File: src/rtl/alu_exec_ctrl_if.sv
// Bundle of instruction, ALU and writeback signals between the decode side,
// the combinational ALU and alu_exec_ctrl. Signal names follow the block's port list.
interface alu_exec_ctrl_if #(
    parameter int WordWidth = 32
);
    // Handshake: an instruction moves on a rising edge where in_Valid and
    // out_Ready are both high. The source holds all fields steady until then.
    // out_Ready is high only in IDLE, so in_Valid in other states is ignored.
    logic                 in_Valid;
    logic                 out_Ready;
    logic [3:0]           in_Cond;
    logic [3:0]           in_Opcode;
    logic                 in_SetFlags;
    logic [3:0]           in_Rd;
    logic [WordWidth-1:0] in_RnVal;
    logic [WordWidth-1:0] in_Op2;
    logic                 in_ShCarry;
    logic [WordWidth-1:0] out_AluRn;
    logic [WordWidth-1:0] out_AluOp2;
    logic                 out_AluCarry;
    logic [3:0]           out_AluOpcode;
    logic [WordWidth-1:0] in_AluY;
    logic [3:0]           in_AluCNZV;
    logic                 in_FlagLoad;
    logic [3:0]           in_FlagData;
    logic [3:0]           out_Flags;
    logic                 out_WbEn;
    logic [3:0]           out_WbRd;
    logic [WordWidth-1:0] out_WbData;
    logic                 out_Done;
    logic [1:0]           out_DbgState;

    modport slave (
        input  in_Valid, in_Cond, in_Opcode, in_SetFlags, in_Rd, in_RnVal, in_Op2,
               in_ShCarry, in_AluY, in_AluCNZV, in_FlagLoad, in_FlagData,
        output out_Ready, out_AluRn, out_AluOp2, out_AluCarry, out_AluOpcode,
               out_Flags, out_WbEn, out_WbRd, out_WbData, out_Done, out_DbgState
    );

    modport master (
        output in_Valid, in_Cond, in_Opcode, in_SetFlags, in_Rd, in_RnVal, in_Op2,
               in_ShCarry, in_AluY, in_AluCNZV, in_FlagLoad, in_FlagData,
        input  out_Ready, out_AluRn, out_AluOp2, out_AluCarry, out_AluOpcode,
               out_Flags, out_WbEn, out_WbRd, out_WbData, out_Done, out_DbgState
    );
endinterface

File: src/rtl/alu_exec_ctrl.sv
// Execute-stage sequencer: IDLE -> EXEC -> WB per instruction, evaluates the ARM
// condition against the owned NZCV register and issues a one-cycle writeback.
module alu_exec_ctrl #(
    parameter int WordWidth = 32
) (
    input logic           in_Clk,
    input logic           in_Rst,
    alu_exec_ctrl_if.slave bus
);
    typedef enum logic [1:0] {
        ST_IDLE = 2'd0,
        ST_EXEC = 2'd1,
        ST_WB   = 2'd2
    } state_t;

    state_t               r_state;
    state_t               w_next;

    logic [3:0]           r_cond;
    logic [3:0]           r_opcode;
    logic                 r_set_flags;
    logic [3:0]           r_rd;
    logic [WordWidth-1:0] r_rn;
    logic [WordWidth-1:0] r_op2;
    logic                 r_sh_carry;
    logic [3:0]           r_flags;
    logic                 r_wb_en;
    logic [WordWidth-1:0] r_wb_data;
    logic                 r_done;

    logic                 w_accept;
    logic                 w_exec;
    logic                 w_pass;
    logic                 w_is_test;
    logic                 w_is_arith;
    logic                 w_use_flag_c;
    logic                 w_flag_upd;
    logic [3:0]           w_alu_flags;
    logic                 w_n, w_z, w_c, w_v;

    assign w_accept = bus.in_Valid && (r_state == ST_IDLE);
    assign w_exec   = (r_state == ST_EXEC);

    always_ff @(posedge in_Clk or posedge in_Rst) begin
        if (in_Rst) r_state <= ST_IDLE;
        else        r_state <= w_next;
    end

    always_comb begin
        w_next = r_state;
        case (r_state)
            ST_IDLE: if (w_accept) w_next = ST_EXEC;
            ST_EXEC: w_next = ST_WB;
            ST_WB:   w_next = ST_IDLE;
            default: w_next = ST_IDLE;
        endcase
    end

    assign w_n = r_flags[3];
    assign w_z = r_flags[2];
    assign w_c = r_flags[1];
    assign w_v = r_flags[0];

    always_comb begin
        w_pass = 1'b0;
        case (r_cond)
            4'd0:    w_pass = w_z;
            4'd1:    w_pass = !w_z;
            4'd2:    w_pass = w_c;
            4'd3:    w_pass = !w_c;
            4'd4:    w_pass = w_n;
            4'd5:    w_pass = !w_n;
            4'd6:    w_pass = w_v;
            4'd7:    w_pass = !w_v;
            4'd8:    w_pass = w_c && !w_z;
            4'd9:    w_pass = !w_c || w_z;
            4'd10:   w_pass = (w_n == w_v);
            4'd11:   w_pass = (w_n != w_v);
            4'd12:   w_pass = !w_z && (w_n == w_v);
            4'd13:   w_pass = w_z || (w_n != w_v);
            4'd14:   w_pass = 1'b1;
            default: w_pass = 1'b0;
        endcase
    end

    // TST/TEQ/CMP/CMN occupy 8..11; of those only CMP/CMN are arithmetic.
    assign w_is_test    = (r_opcode[3:2] == 2'b10);
    assign w_is_arith   = ((r_opcode >= 4'd2) && (r_opcode <= 4'd7)) || (w_is_test && r_opcode[1]);
    assign w_use_flag_c = (r_opcode >= 4'd5) && (r_opcode <= 4'd7);
    assign w_flag_upd   = w_exec && w_pass && (r_set_flags || w_is_test);

    // ALU reports {C,N,Z,V}; the architectural register is {N,Z,C,V}.
    assign w_alu_flags = {bus.in_AluCNZV[2], bus.in_AluCNZV[1], bus.in_AluCNZV[3],
                          w_is_arith ? bus.in_AluCNZV[0] : w_v};

    always_ff @(posedge in_Clk or posedge in_Rst) begin
        if (in_Rst) begin
            r_cond      <= 4'd0;
            r_opcode    <= 4'd0;
            r_set_flags <= 1'b0;
            r_rd        <= 4'd0;
            r_rn        <= '0;
            r_op2       <= '0;
            r_sh_carry  <= 1'b0;
        end else if (w_accept) begin
            r_cond      <= bus.in_Cond;
            r_opcode    <= bus.in_Opcode;
            r_set_flags <= bus.in_SetFlags;
            r_rd        <= bus.in_Rd;
            r_rn        <= bus.in_RnVal;
            r_op2       <= bus.in_Op2;
            r_sh_carry  <= bus.in_ShCarry;
        end
    end

    // A direct flag load overrides a coincident instruction flag update.
    always_ff @(posedge in_Clk or posedge in_Rst) begin
        if (in_Rst)                r_flags <= 4'd0;
        else if (bus.in_FlagLoad)  r_flags <= bus.in_FlagData;
        else if (w_flag_upd)       r_flags <= w_alu_flags;
    end

    always_ff @(posedge in_Clk or posedge in_Rst) begin
        if (in_Rst) begin
            r_wb_en   <= 1'b0;
            r_done    <= 1'b0;
            r_wb_data <= '0;
        end else begin
            r_wb_en <= w_exec && w_pass && !w_is_test;
            r_done  <= w_exec;
            if (w_exec) r_wb_data <= bus.in_AluY;
        end
    end

    assign bus.out_Ready     = (r_state == ST_IDLE);
    assign bus.out_AluRn     = r_rn;
    assign bus.out_AluOp2    = r_op2;
    assign bus.out_AluOpcode = r_opcode;
    assign bus.out_AluCarry  = w_use_flag_c ? w_c : r_sh_carry;
    assign bus.out_Flags     = r_flags;
    assign bus.out_WbEn      = r_wb_en;
    assign bus.out_WbRd      = r_rd;
    assign bus.out_WbData    = r_wb_data;
    assign bus.out_Done      = r_done;
    assign bus.out_DbgState  = r_state;
endmodule
File: src/flat_wrapper.sv
// flat-port wrapper written by rule: the top's interface ports become plain ports
module alu_exec_ctrl_flat 
#(
    parameter int WordWidth = 32
)
  (in_Clk, in_Rst, bus_in_Valid, bus_in_Cond, bus_in_Opcode, bus_in_SetFlags, bus_in_Rd, bus_in_RnVal, bus_in_Op2, bus_in_ShCarry, bus_in_AluY, bus_in_AluCNZV, bus_in_FlagLoad, bus_in_FlagData, bus_out_Ready, bus_out_AluRn, bus_out_AluOp2, bus_out_AluCarry, bus_out_AluOpcode, bus_out_Flags, bus_out_WbEn, bus_out_WbRd, bus_out_WbData, bus_out_Done, bus_out_DbgState);
  alu_exec_ctrl_if #(.WordWidth(WordWidth)) bus_i ();
  input logic in_Clk;
  input logic in_Rst;
  input wire logic [$bits(bus_i.in_Valid)-1:0] bus_in_Valid;
  input wire logic [$bits(bus_i.in_Cond)-1:0] bus_in_Cond;
  input wire logic [$bits(bus_i.in_Opcode)-1:0] bus_in_Opcode;
  input wire logic [$bits(bus_i.in_SetFlags)-1:0] bus_in_SetFlags;
  input wire logic [$bits(bus_i.in_Rd)-1:0] bus_in_Rd;
  input wire logic [$bits(bus_i.in_RnVal)-1:0] bus_in_RnVal;
  input wire logic [$bits(bus_i.in_Op2)-1:0] bus_in_Op2;
  input wire logic [$bits(bus_i.in_ShCarry)-1:0] bus_in_ShCarry;
  input wire logic [$bits(bus_i.in_AluY)-1:0] bus_in_AluY;
  input wire logic [$bits(bus_i.in_AluCNZV)-1:0] bus_in_AluCNZV;
  input wire logic [$bits(bus_i.in_FlagLoad)-1:0] bus_in_FlagLoad;
  input wire logic [$bits(bus_i.in_FlagData)-1:0] bus_in_FlagData;
  output wire logic [$bits(bus_i.out_Ready)-1:0] bus_out_Ready;
  output wire logic [$bits(bus_i.out_AluRn)-1:0] bus_out_AluRn;
  output wire logic [$bits(bus_i.out_AluOp2)-1:0] bus_out_AluOp2;
  output wire logic [$bits(bus_i.out_AluCarry)-1:0] bus_out_AluCarry;
  output wire logic [$bits(bus_i.out_AluOpcode)-1:0] bus_out_AluOpcode;
  output wire logic [$bits(bus_i.out_Flags)-1:0] bus_out_Flags;
  output wire logic [$bits(bus_i.out_WbEn)-1:0] bus_out_WbEn;
  output wire logic [$bits(bus_i.out_WbRd)-1:0] bus_out_WbRd;
  output wire logic [$bits(bus_i.out_WbData)-1:0] bus_out_WbData;
  output wire logic [$bits(bus_i.out_Done)-1:0] bus_out_Done;
  output wire logic [$bits(bus_i.out_DbgState)-1:0] bus_out_DbgState;
  assign bus_i.in_Valid = bus_in_Valid;
  assign bus_i.in_Cond = bus_in_Cond;
  assign bus_i.in_Opcode = bus_in_Opcode;
  assign bus_i.in_SetFlags = bus_in_SetFlags;
  assign bus_i.in_Rd = bus_in_Rd;
  assign bus_i.in_RnVal = bus_in_RnVal;
  assign bus_i.in_Op2 = bus_in_Op2;
  assign bus_i.in_ShCarry = bus_in_ShCarry;
  assign bus_i.in_AluY = bus_in_AluY;
  assign bus_i.in_AluCNZV = bus_in_AluCNZV;
  assign bus_i.in_FlagLoad = bus_in_FlagLoad;
  assign bus_i.in_FlagData = bus_in_FlagData;
  assign bus_out_Ready = bus_i.out_Ready;
  assign bus_out_AluRn = bus_i.out_AluRn;
  assign bus_out_AluOp2 = bus_i.out_AluOp2;
  assign bus_out_AluCarry = bus_i.out_AluCarry;
  assign bus_out_AluOpcode = bus_i.out_AluOpcode;
  assign bus_out_Flags = bus_i.out_Flags;
  assign bus_out_WbEn = bus_i.out_WbEn;
  assign bus_out_WbRd = bus_i.out_WbRd;
  assign bus_out_WbData = bus_i.out_WbData;
  assign bus_out_Done = bus_i.out_Done;
  assign bus_out_DbgState = bus_i.out_DbgState;
  alu_exec_ctrl #(.WordWidth(WordWidth)) u_core (.in_Clk(in_Clk), .in_Rst(in_Rst), .bus(bus_i));
endmodule
File: config.mk
export PLATFORM = sky130hd
export DESIGN_NAME = alu_exec_ctrl_flat
export DESIGN_NICKNAME = d
export VERILOG_FILES = /design/src/rtl/alu_exec_ctrl_if.sv /design/src/rtl/alu_exec_ctrl.sv /design/src/flat_wrapper.sv
export SDC_FILE = /design/constraint.sdc
export NUM_CORES = 1
export LEC_CHECK = 0
export CORE_ASPECT_RATIO = 1.25
export CORE_MARGIN = 10
export CORE_UTILIZATION = 43
export CTS_CLUSTER_DIAMETER = 30
export DETAILED_ROUTE_END_ITERATION = 10
export GPL_ROUTABILITY_DRIVEN = 0
export PLACE_DENSITY = 0.85
export SLEW_MARGIN = 15
export SYNTH_ARGS = -nofsm -noshare
export SYNTH_HDL_FRONTEND = slang
export SYNTH_SLANG_ARGS = --single-unit
File: constraint.sdc
create_clock -name in_Clk -period 10.7 [get_ports in_Clk]
set_input_delay 1.07 -clock in_Clk [delete_from_list [all_inputs] [get_ports in_Clk]]
set_output_delay 1.07 -clock in_Clk [all_outputs]
set_load 0.02 [all_outputs]
==> impl_metrics.py, run 1 <==
metrics = {
    "placement": {
        "placed_cell_area_um2": 7170,
        "place_inst": 663,
        "port_buffers": 235,
        "place_hpwl_mm": 10.8,
    },
    "clock_tree": {
        "hold_buffers": 0,
        "post_cts_buffers": 0,
        "clk_root_buffer_cell": "clkbuf_16",
        "clock_path_buffers": 2,
        "post_cts_resized": 0,
        "htreeDepth": 4,
        "cts_tree": "done",
        "clkTransAtPathRegs_ns": 0.05,
        "cts_inserted_buffers": 17,
        "clock_latency_ns": 0.39,
        "cts.sinks": 118,
    },
    "critical_path": {
        "r2r_start": "u_core.bus.out_DbgState[1]",
        "worstRegToRegCells": 6,
        "crit_fanout": 3,
        "crit_type": "reg -> out",
        "rrSetupSlack_ns": 8.15,
        "required_ns": 9.63,
        "cp-start-kind": "flop",
        "crit_arrival_ns": 1.87,
        "timing.rr.end": "u_core.bus.out_Flags[0]",
        "crit_path_end_kind": "output port",
    },
    "yosys": {
        "yosysWarningCount": 0,
        "ys_types": 41,
        "syn_avg_cell_area_um2": 15.1,
        "yosysSeqAreaShare": 0.624,
        "ys_ff_latch": 118,
        "synthCells": 313,
        "synth_nets": 435,
        "synth_ff_type": "dfrtp_1",
        "synth-edff-count": 0,
        "netlist_area_um2": 4730,
        "async_flop_share": 1.00,
    },
    "timing": {
        "worst_slew_pin_slew_ns": 1.08,
        "post-route-period-util": 0.275,
        "setup_viol": 0,
        "final-max-slew-violation-count": 0,
        "fmax_mhz": 340,
        "setup_tns_ns": 0,
        "rsz0062_at_grt": "no",
        "fin_skew_ns": 0.00705,
        "hold_viol_final": 0,
        "layout_min_cycle_time_ns": 2.94,
        "whs_ns": 0.481,
        "maxSlewHeadroom": 0.280,
    },
    "floorplanning": {
        "dieArea_um2": 15600,
        "rows": 42,
        "die_y_um": 137,
        "io_pins": 236,
        "core_area_um2": 10700,
        "die_w_um": 114,
        "start_util": 0.443,
    },
    "hold_path": {
        "hold_end": "u_core.bus.out_AluOp2[20]",
        "hp-class": "reg -> reg",
        "hp-start": "u_core.bus.out_AluOp2[20]",
        "hold_depth": 1,
    },
    "detailed_routing": {
        "route.detailed.wl_per_inst_um": 20.6,
        "via_count": 3466,
        "finalWirelength_mm": 14.3,
        "antenna_left": 0,
        "routed_via_density": 4.99,
        "drtPass1Iterations": 4,
        "initialDrtViolationCount": 110,
        "route.detailed.drc": 0,
    },
    "final_layout": {
        "instances_no_fill": 695,
        "fin_nets": 672,
        "layout_commonest_cell": "clkdlybuf4s50_1",
        "area_delta_synth_final_pct": 63.8,
        "drive_gt1_frac": 0.105,
        "fin_area_um2": 7750,
        "final_cell_mix": "235 x clkdlybuf4s50_1, 118 x dfrtp_1, 89 x mux2_1, 20 x mux2_2, 17 x clkbuf_16",
    },
    "global_routing": {
        "grt_pass1_wl_mm": 21.9,
        "grt.overflow.total": 0,
        "first_global_vias": 3913,
        "grt_usage": 0.182,
        "grt_max_degree": 85,
        "antenna_found_initial": 0,
    },
    "power_and_ir_drop": {
        "vdd_drop_max_v": 0.000136,
        "p_per_area_nw_per_um2": 240,
        "power_leakage_nw": 3.18,
        "finalPower_mw": 1.86,
    },
    "outcome": {
        "status": "finished clean",
    },
    "job": {
        "maxCapViolations": 0,
    },
}
## metrics by stage
| step | setup WS [ns] | util |
|---|---|---|
| after detailed placement | 7.71 | 0.672 |
| after floorplan | 6.50 | - |
| after CTS | 7.72 | 0.726 |
| after global routing | 7.64 | 0.726 |
| final | 7.76 | 0.726 |
| after global placement | 7.76 | 0.672 |
## layout make-up
class                      count  area, µm²
sequential                   118       2950
fill                         720       2920
antenna                        1       2.50
inverter                       4       17.5
multi-input combinational    173       1670
clock buffer                  22        474
clock inverter                 9        101
timing repair buffer         236       2360
tap                          132        165
## layer usage
| metal | global-route usage | wire length [µm] |
|---|---|---|
| met3 | 0.0870 | 1320 |
| met5 | 0 | 0 |
| met4 | 0.0690 | 273 |
| met2 | 0.324 | 7900 |
| met1 | 0.178 | 4790 |
## state kept, by name (all words and copies together) (netlist names)
| name | flops |
|---|---|
| u_core.bus.out_WbData | 32 |
| u_core.r_cond | 4 |
| u_core.r_sh_carry | 1 |
| u_core.bus.out_AluOp2 | 32 |
| u_core.bus.out_WbRd | 4 |
| u_core.bus.out_WbEn | 1 |
| u_core.bus.out_Done | 1 |
| u_core.r_set_flags | 1 |
| u_core.bus.out_AluOpcode | 4 |
| u_core.bus.out_DbgState | 2 |
| u_core.bus.out_AluRn | 32 |
| u_core.bus.out_Flags | 4 |
## kinds of logic (layout without fill, tap and decap cells)
kind of cell / after synthesis / in the layout / share of synthesized area
AOI/OAI and AO/OA: 26 / 26 / 0.0429
xor gates and xnor gates: 1 / 1 / 0.00185
buffers and inverters: 22 / 271 / 0.0241
DFF: 118 / 118 / 0.624
muxes: 111 / 111 / 0.264
other: 0 / 1 / 0
and+or+nand+nor: 35 / 35 / 0.0431
## synth_stat cells, types with 3 or more instances
cell      instances  share of area
nand4b_1          3         0.0056
buf_6             3         0.0071
nand2_1          10         0.0079
buf_2             7         0.0074
mux2_1           89           0.21
clkbuf_1          7         0.0056
mux2_2           20          0.048
a31oi_1           3         0.0040
nor2b_1           5         0.0066
dfrtp_1         118           0.62
a21oi_1           4         0.0042
o21ai_2           3         0.0056
nor2_1            5         0.0040
inv_1             4         0.0032
a22o_1            3         0.0056
## critical path, cell delays in order (launching register included)
cell and delay [ns]:
dfrtp_1 0.38, o211ai_1 0.21, mux2_1 0.35, clkdlybuf4s50_1 0.54
## power breakdown
| part | switching, mW | total [mW] | internal [mW] |
|---|---|---|---|
| sequential | 0.0817 | 0.653 | 0.571 |
| clock | 0.188 | 0.546 | 0.358 |
| combinational | 0.315 | 0.659 | 0.344 |
## worst max path at each step
stage                                 from                        end  slack [ns]
2_1_floorplan                       in_Rst   u_core.bus.out_AluOp2[0]        6.50
3_3_place_gp                        in_Rst  u_core.bus.out_AluOp2[15]        7.76
3_5_place_dp                        in_Rst   u_core.bus.out_AluOp2[7]        7.71
4_1_cts        u_core.bus.out_AluOpcode[0]           bus_out_AluCarry        7.72
5_1_grt        u_core.bus.out_AluOpcode[1]           bus_out_AluCarry        7.64
6_report       u_core.bus.out_AluOpcode[0]           bus_out_AluCarry        7.76
Power figures use the tool's default switching activity.
==> run 2: changes to the inputs <==
CORE_UTILIZATION = 40   (was 43)
PLACE_DENSITY = 0.8   (was 0.85)
clock period = 2.9 ns   (was 10.7 ns; I/O delays follow)
==> impl_metrics.py, run 2 (same netlist as run 1, synthesis figures left out) <==
metrics = {
    "timing": {
        "hold_viol_final": 0,
        "layout_min_cycle_time_ns": 2.18,
        "fin_skew_ns": 0.00832,
        "worst_slew_pin_slew_ns": 0.551,
        "fmax_mhz": 459,
        "final-max-slew-violation-count": 0,
        "rsz0062_at_grt": "no",
        "post-route-period-util": 0.751,
        "setup_viol": 0,
        "setup_tns_ns": 0,
        "maxSlewHeadroom": 0.632,
    },
    "placement": {
        "place_inst": 696,
        "port_buffers": 235,
        "place_hpwl_mm": 11.2,
    },
    "clock_tree": {
        "cts_tree": "done",
        "cts.sinks": 118,
        "clock_path_buffers": 2,
        "post_cts_resized": 0,
        "cts_inserted_buffers": 17,
        "htreeDepth": 4,
        "clock_latency_ns": 0.41,
        "clkTransAtPathRegs_ns": 0.06,
        "post_cts_buffers": 0,
        "clk_root_buffer_cell": "clkbuf_16",
        "hold_buffers": 0,
    },
    "floorplanning": {
        "start_util": 0.407,
        "io_pins": 236,
        "dieArea_um2": 16600,
        "core_area_um2": 11600,
        "die_w_um": 117,
        "rows": 44,
        "die_y_um": 142,
    },
    "hold_path": {
        "hp-class": "in -> async",
    },
    "critical_path": {
        "crit_arrival_ns": 1.89,
        "path_cells": "o211ai_1 > mux2_1 > clkdlybuf4s50_1",
        "slowest_delay_ns": 0.54,
        "crit_path_end_kind": "output port",
        "required_ns": 2.61,
        "crit_type": "reg -> out",
        "worstRegToRegCells": 6,
        "crit_fanout": 4,
        "cp_slowest_cell": "clkdlybuf4s50_1",
        "cp-start-kind": "flop",
    },
    "global_routing": {
        "grt_usage": 0.178,
        "grt_pass1_wl_mm": 22.3,
        "grt.overflow.total": 0,
        "first_global_vias": 3994,
        "grt_max_degree": 60,
        "antenna_found_initial": 0,
    },
    "power_and_ir_drop": {
        "clkPwrFrac": 0.302,
        "seqPwrFrac": 0.347,
        "p_comb_frac": 0.351,
        "swShare": 0.319,
        "p_per_area_nw_per_um2": 888,
        "vdd_drop_max_v": 0.000506,
        "p_sw_mw": 2.23,
        "p_int_mw": 4.75,
        "power_leakage_nw": 3.19,
    },
    "final_layout": {
        "fillers": 860,
        "n_antenna_cell": 0,
        "drive_gt1_frac": 0.113,
        "layout_commonest_cell": "clkdlybuf4s50_1",
        "instances_no_fill": 727,
        "final_cell_mix": "235 x clkdlybuf4s50_1, 118 x dfrtp_1, 89 x mux2_1, 20 x mux2_2, 17 x clkbuf_16",
        "area_delta_synth_final_pct": 66.2,
        "fin_nets": 676,
    },
    "detailed_routing": {
        "wl_met1_mm": 4.99,
        "initialDrtViolationCount": 103,
        "drtPass1Iterations": 4,
        "routed_via_density": 4.86,
        "via_count": 3536,
        "route.detailed.drc": 0,
        "finalWirelength_mm": 14.7,
        "route.detailed.wl_per_inst_um": 20.2,
        "top_layer": "met4",
        "dr_wl_met3_mm": 1.32,
        "met2RoutedLength_mm": 7.96,
        "antenna_left": 0,
    },
    "job": {
        "maxCapViolations": 0,
    },
    "outcome": {
        "status": "finished clean",
    },
}
## run 2: per-layer routing
metal	up-vias	track usage
met1	1763	0.174
met5	-	0
met2	145	0.317
li1	1600	-
met3	28	0.0776
met4	0	0.0711
## run 2: power groups by stage
| stage | clock (mW) | sequential (mW) | combinational (mW) |
|---|---|---|---|
| floorplan | 0 | 2.92 | 0.669 |
| CTS | 2.15 | 2.42 | 2.50 |
| finish | 2.11 | 2.42 | 2.45 |
| global route | 2.23 | 2.48 | 2.59 |
| global placement | 0 | 2.40 | 2.44 |
| detailed placement | 0 | 2.44 | 2.48 |
## run 2: worst max-delay path, delay by kind of cell, from the launching register on
family | cells | cell delay, ns
buf+inv | 1 | 0.54
flops | 1 | 0.41
compound gates | 1 | 0.19
mux | 1 | 0.34
## run 2: final timing paths
path / startpoint / end / slack, ns
hold / removal: in_Rst / u_core.bus.out_AluOp2[15] / 0.23
min in group in_Clk: bus_in_AluCNZV[1] / u_core.bus.out_Flags[2] / 0.45
setup / recovery: u_core.bus.out_AluOpcode[1] / bus_out_AluCarry / 0.72
hold reg to reg: u_core.bus.out_AluOp2[20] / u_core.bus.out_AluOp2[20] / 0.48
setup reg to reg: u_core.r_cond[3] / u_core.bus.out_Flags[0] / 0.90
max in group asynchronous: in_Rst / u_core.r_sh_carry / 1.79
## run 2: per-stage QoR
| step | setup slack (ns) | area (µm²) | total power [mW] | hold slack [ns] | utilization |
|---|---|---|---|---|---|
| 5_1_grt | 0.642 | 7860 | 7.30 | 0.244 | 0.677 |
| 2_1_floorplan | 0.928 | 4730 | 3.59 | 0.407 | - |
| 3_3_place_gp | 0.908 | 7260 | 4.84 | 0.467 | 0.625 |
| 3_5_place_dp | 0.851 | 7260 | 4.92 | 0.474 | 0.625 |
| 4_1_cts | 0.686 | 7860 | 7.07 | 0.233 | 0.677 |
| 6_report | 0.722 | 7860 | 6.98 | 0.231 | 0.677 |
## run 2: layout make-up
| cell class | instances | area [µm²] | share of cell area |
|---|---|---|---|
| multi-input combinational | 173 | 1670 | 0.213 |
| tap | 161 | 201 | 0.0256 |
| sequential | 118 | 2950 | 0.376 |
| timing repair buffer | 240 | 2410 | 0.307 |
| clock inverter | 12 | 155 | 0.0197 |
| clock buffer | 19 | 443 | 0.0564 |
| inverter | 4 | 18.8 | 0.00239 |
==> run 3: changes to the inputs <==
CORE_UTILIZATION = 36   (was 40)
PLACE_DENSITY = 0.76   (was 0.8)
clock period = 1.7 ns   (was 2.9 ns; I/O delays follow)
==> impl_metrics.py, run 3 (same netlist as run 1, synthesis figures left out) <==
metrics = {
    "outcome": {
        "status": "finished with violations",
        "violations": "negative setup slack",
    },
    "power_and_ir_drop": {
        "swShare": 0.309,
        "p_comb_frac": 0.364,
        "clkPwrFrac": 0.307,
        "p_int_mw": 8.49,
        "seqPwrFrac": 0.329,
        "p_per_area_nw_per_um2": 1520,
        "vdd_drop_max_v": 0.000755,
        "power_leakage_nw": 3.37,
        "p_sw_mw": 3.80,
    },
    "timing": {
        "whs_ns": 0.234,
        "maxSlewHeadroom": 0.755,
        "setup_slack_ns": -0.103,
        "post-route-period-util": 1.06,
        "hold_viol_final": 0,
        "fmax_mhz": 554,
        "worst_slew_pin_slew_ns": 0.367,
        "fin_skew_ns": 0.00943,
        "final-max-slew-violation-count": 0,
        "setup_viol": 5,
        "layout_min_cycle_time_ns": 1.80,
        "setup_tns_ns": -0.436,
        "rsz0062_at_grt": "yes",
    },
    "critical_path": {
        "crit_type": "reg -> reg",
        "worstRegToRegCells": 7,
        "crit_fanout": 7,
        "required_ns": 1.98,
        "crit_cells": 7,
        "slowest_delay_ns": 0.40,
        "cp-start-kind": "flop",
        "crit_arrival_ns": 2.08,
        "path_cells": "buf_6 > mux2i_1 > nor3_2 > a311oi_2 > a221o_1 > and2_4 > o211ai_2",
        "r2r_start": "u_core.r_cond[2]",
        "rrSetupSlack_ns": -0.10,
        "crit_family": "compound AO/OA/AOI/OAI gates",
        "crit_path_end_kind": "flop",
        "cp_slowest_cell": "dfrtp_1",
        "timing.rr.end": "u_core.bus.out_Flags[0]",
        "critPathCapture": "u_core.bus.out_Flags[0]",
        "startpoint": "u_core.r_cond[2]",
        "crit_buf_inv": 1,
    },
    "placement": {
        "place_hpwl_mm": 11.5,
        "port_buffers": 235,
    },
    "final_layout": {
        "drive_gt1_frac": 0.155,
        "fin_nets": 691,
        "layout_commonest_cell": "clkdlybuf4s50_1",
        "final_core_util": 0.635,
        "final_cell_mix": "226 x clkdlybuf4s50_1, 115 x dfrtp_1, 88 x mux2_1, 21 x mux2_2, 17 x clkbuf_16",
        "n_antenna_cell": 0,
        "area_delta_synth_final_pct": 71.5,
    },
    "global_routing": {
        "grt_max_degree": 64,
        "met1_usage": 0.159,
        "grt_pass1_wl_mm": 23.1,
        "use_met3": 0.0693,
        "grt.overflow.total": 0,
        "antenna_found_initial": 0,
        "grt_usage": 0.164,
        "first_global_vias": 4112,
        "met2_usage": 0.307,
        "grt.busiest_layer": "met2",
    },
    "detailed_routing": {
        "finalWirelength_mm": 14.8,
        "route.detailed.drc": 0,
        "via_count": 3564,
        "routed_via_density": 4.75,
        "initialDrtViolationCount": 220,
        "antenna_left": 0,
        "route.detailed.wl_per_inst_um": 19.8,
        "drtPass1Iterations": 4,
    },
    "floorplanning": {
        "core_area_um2": 12800,
        "rows": 46,
        "die_y_um": 148,
        "dieArea_um2": 18200,
        "die_w_um": 123,
        "start_util": 0.370,
        "io_pins": 236,
    },
    "clock_tree": {
        "cts_tree": "done",
        "clock_path_buffers": 2,
        "cts_inserted_buffers": 17,
        "clock_latency_ns": 0.40,
        "clk_root_buffer_cell": "clkbuf_16",
        "clkTransAtPathRegs_ns": 0.06,
        "cts.sinks": 118,
        "htreeDepth": 4,
    },
    "job": {
        "maxCapViolations": 0,
    },
    "hold_path": {
        "hp-class": "in -> async",
    },
}
## run 3: timing repair
item                       in CTS  in global routing
setup endpoints to repair      10                 10
buffers inserted                2                  1
pin swaps                       2                  3
cloned                          0                  0
resized for setup               9                 15
hold buffers                    0                  0
## run 3: worst min path at each step
stage | start | to | slack [ns] | depth (start not counted)
2_1_floorplan | bus_in_Opcode[3] | u_core.bus.out_AluOpcode[3] | 0.29 | 2
3_3_place_gp | u_core.bus.out_AluOp2[31] | u_core.bus.out_AluOp2[31] | 0.47 | 1
3_5_place_dp | u_core.bus.out_AluRn[29] | u_core.bus.out_AluRn[29] | 0.48 | 1
4_1_cts | in_Rst | u_core.bus.out_AluRn[26] | 0.23 | 3
5_1_grt | in_Rst | u_core.bus.out_AluOp2[21] | 0.26 | 3
6_report | in_Rst | u_core.bus.out_AluRn[22] | 0.23 | 3
## run 3: through the flow
step	total power, mW	instance area, µm²	setup WS, ns	cells
detailed placement	8.55	7410	-0.112	715
global placement	8.41	7410	-0.00867	715
CTS	12.4	8050	-0.0762	749
floorplan	6.12	4740	-0.0944	313
finish	12.3	8110	-0.103	750
global route	12.9	8110	-0.231	750
## run 3: layout make-up
class	count	area [µm²]
well taps	168	210
repair buffers	255	2590
clock buffers	23	478
flip-flops and latches	118	2960
multi-input cells	173	1710
inverters	4	18.8
clock inverters	9	148
fillers	985	4670
## run 3: worst min-delay path, stage by stage
cell and delay, ns:
clkdlybuf4s50_1 0.44, clkinvlp_4 0.12, buf_12 0.28
## run 3: power by group through the flow
stage | registers [mW] | logic [mW] | clock network [mW]
finish | 4.04 | 4.48 | 3.78
global route | 4.15 | 4.75 | 3.99
CTS | 4.04 | 4.49 | 3.86
detailed placement | 4.08 | 4.47 | 0
global placement | 4.02 | 4.39 | 0
floorplan | 4.98 | 1.14 | 0
## run 3: per-layer routing
metal / up-vias / share of wire
li1: 1631 / -
met1: 1768 / 0.34
met2: 153 / 0.56
met3: 12 / 0.084
met4: 0 / 0.015
met5: - / 0
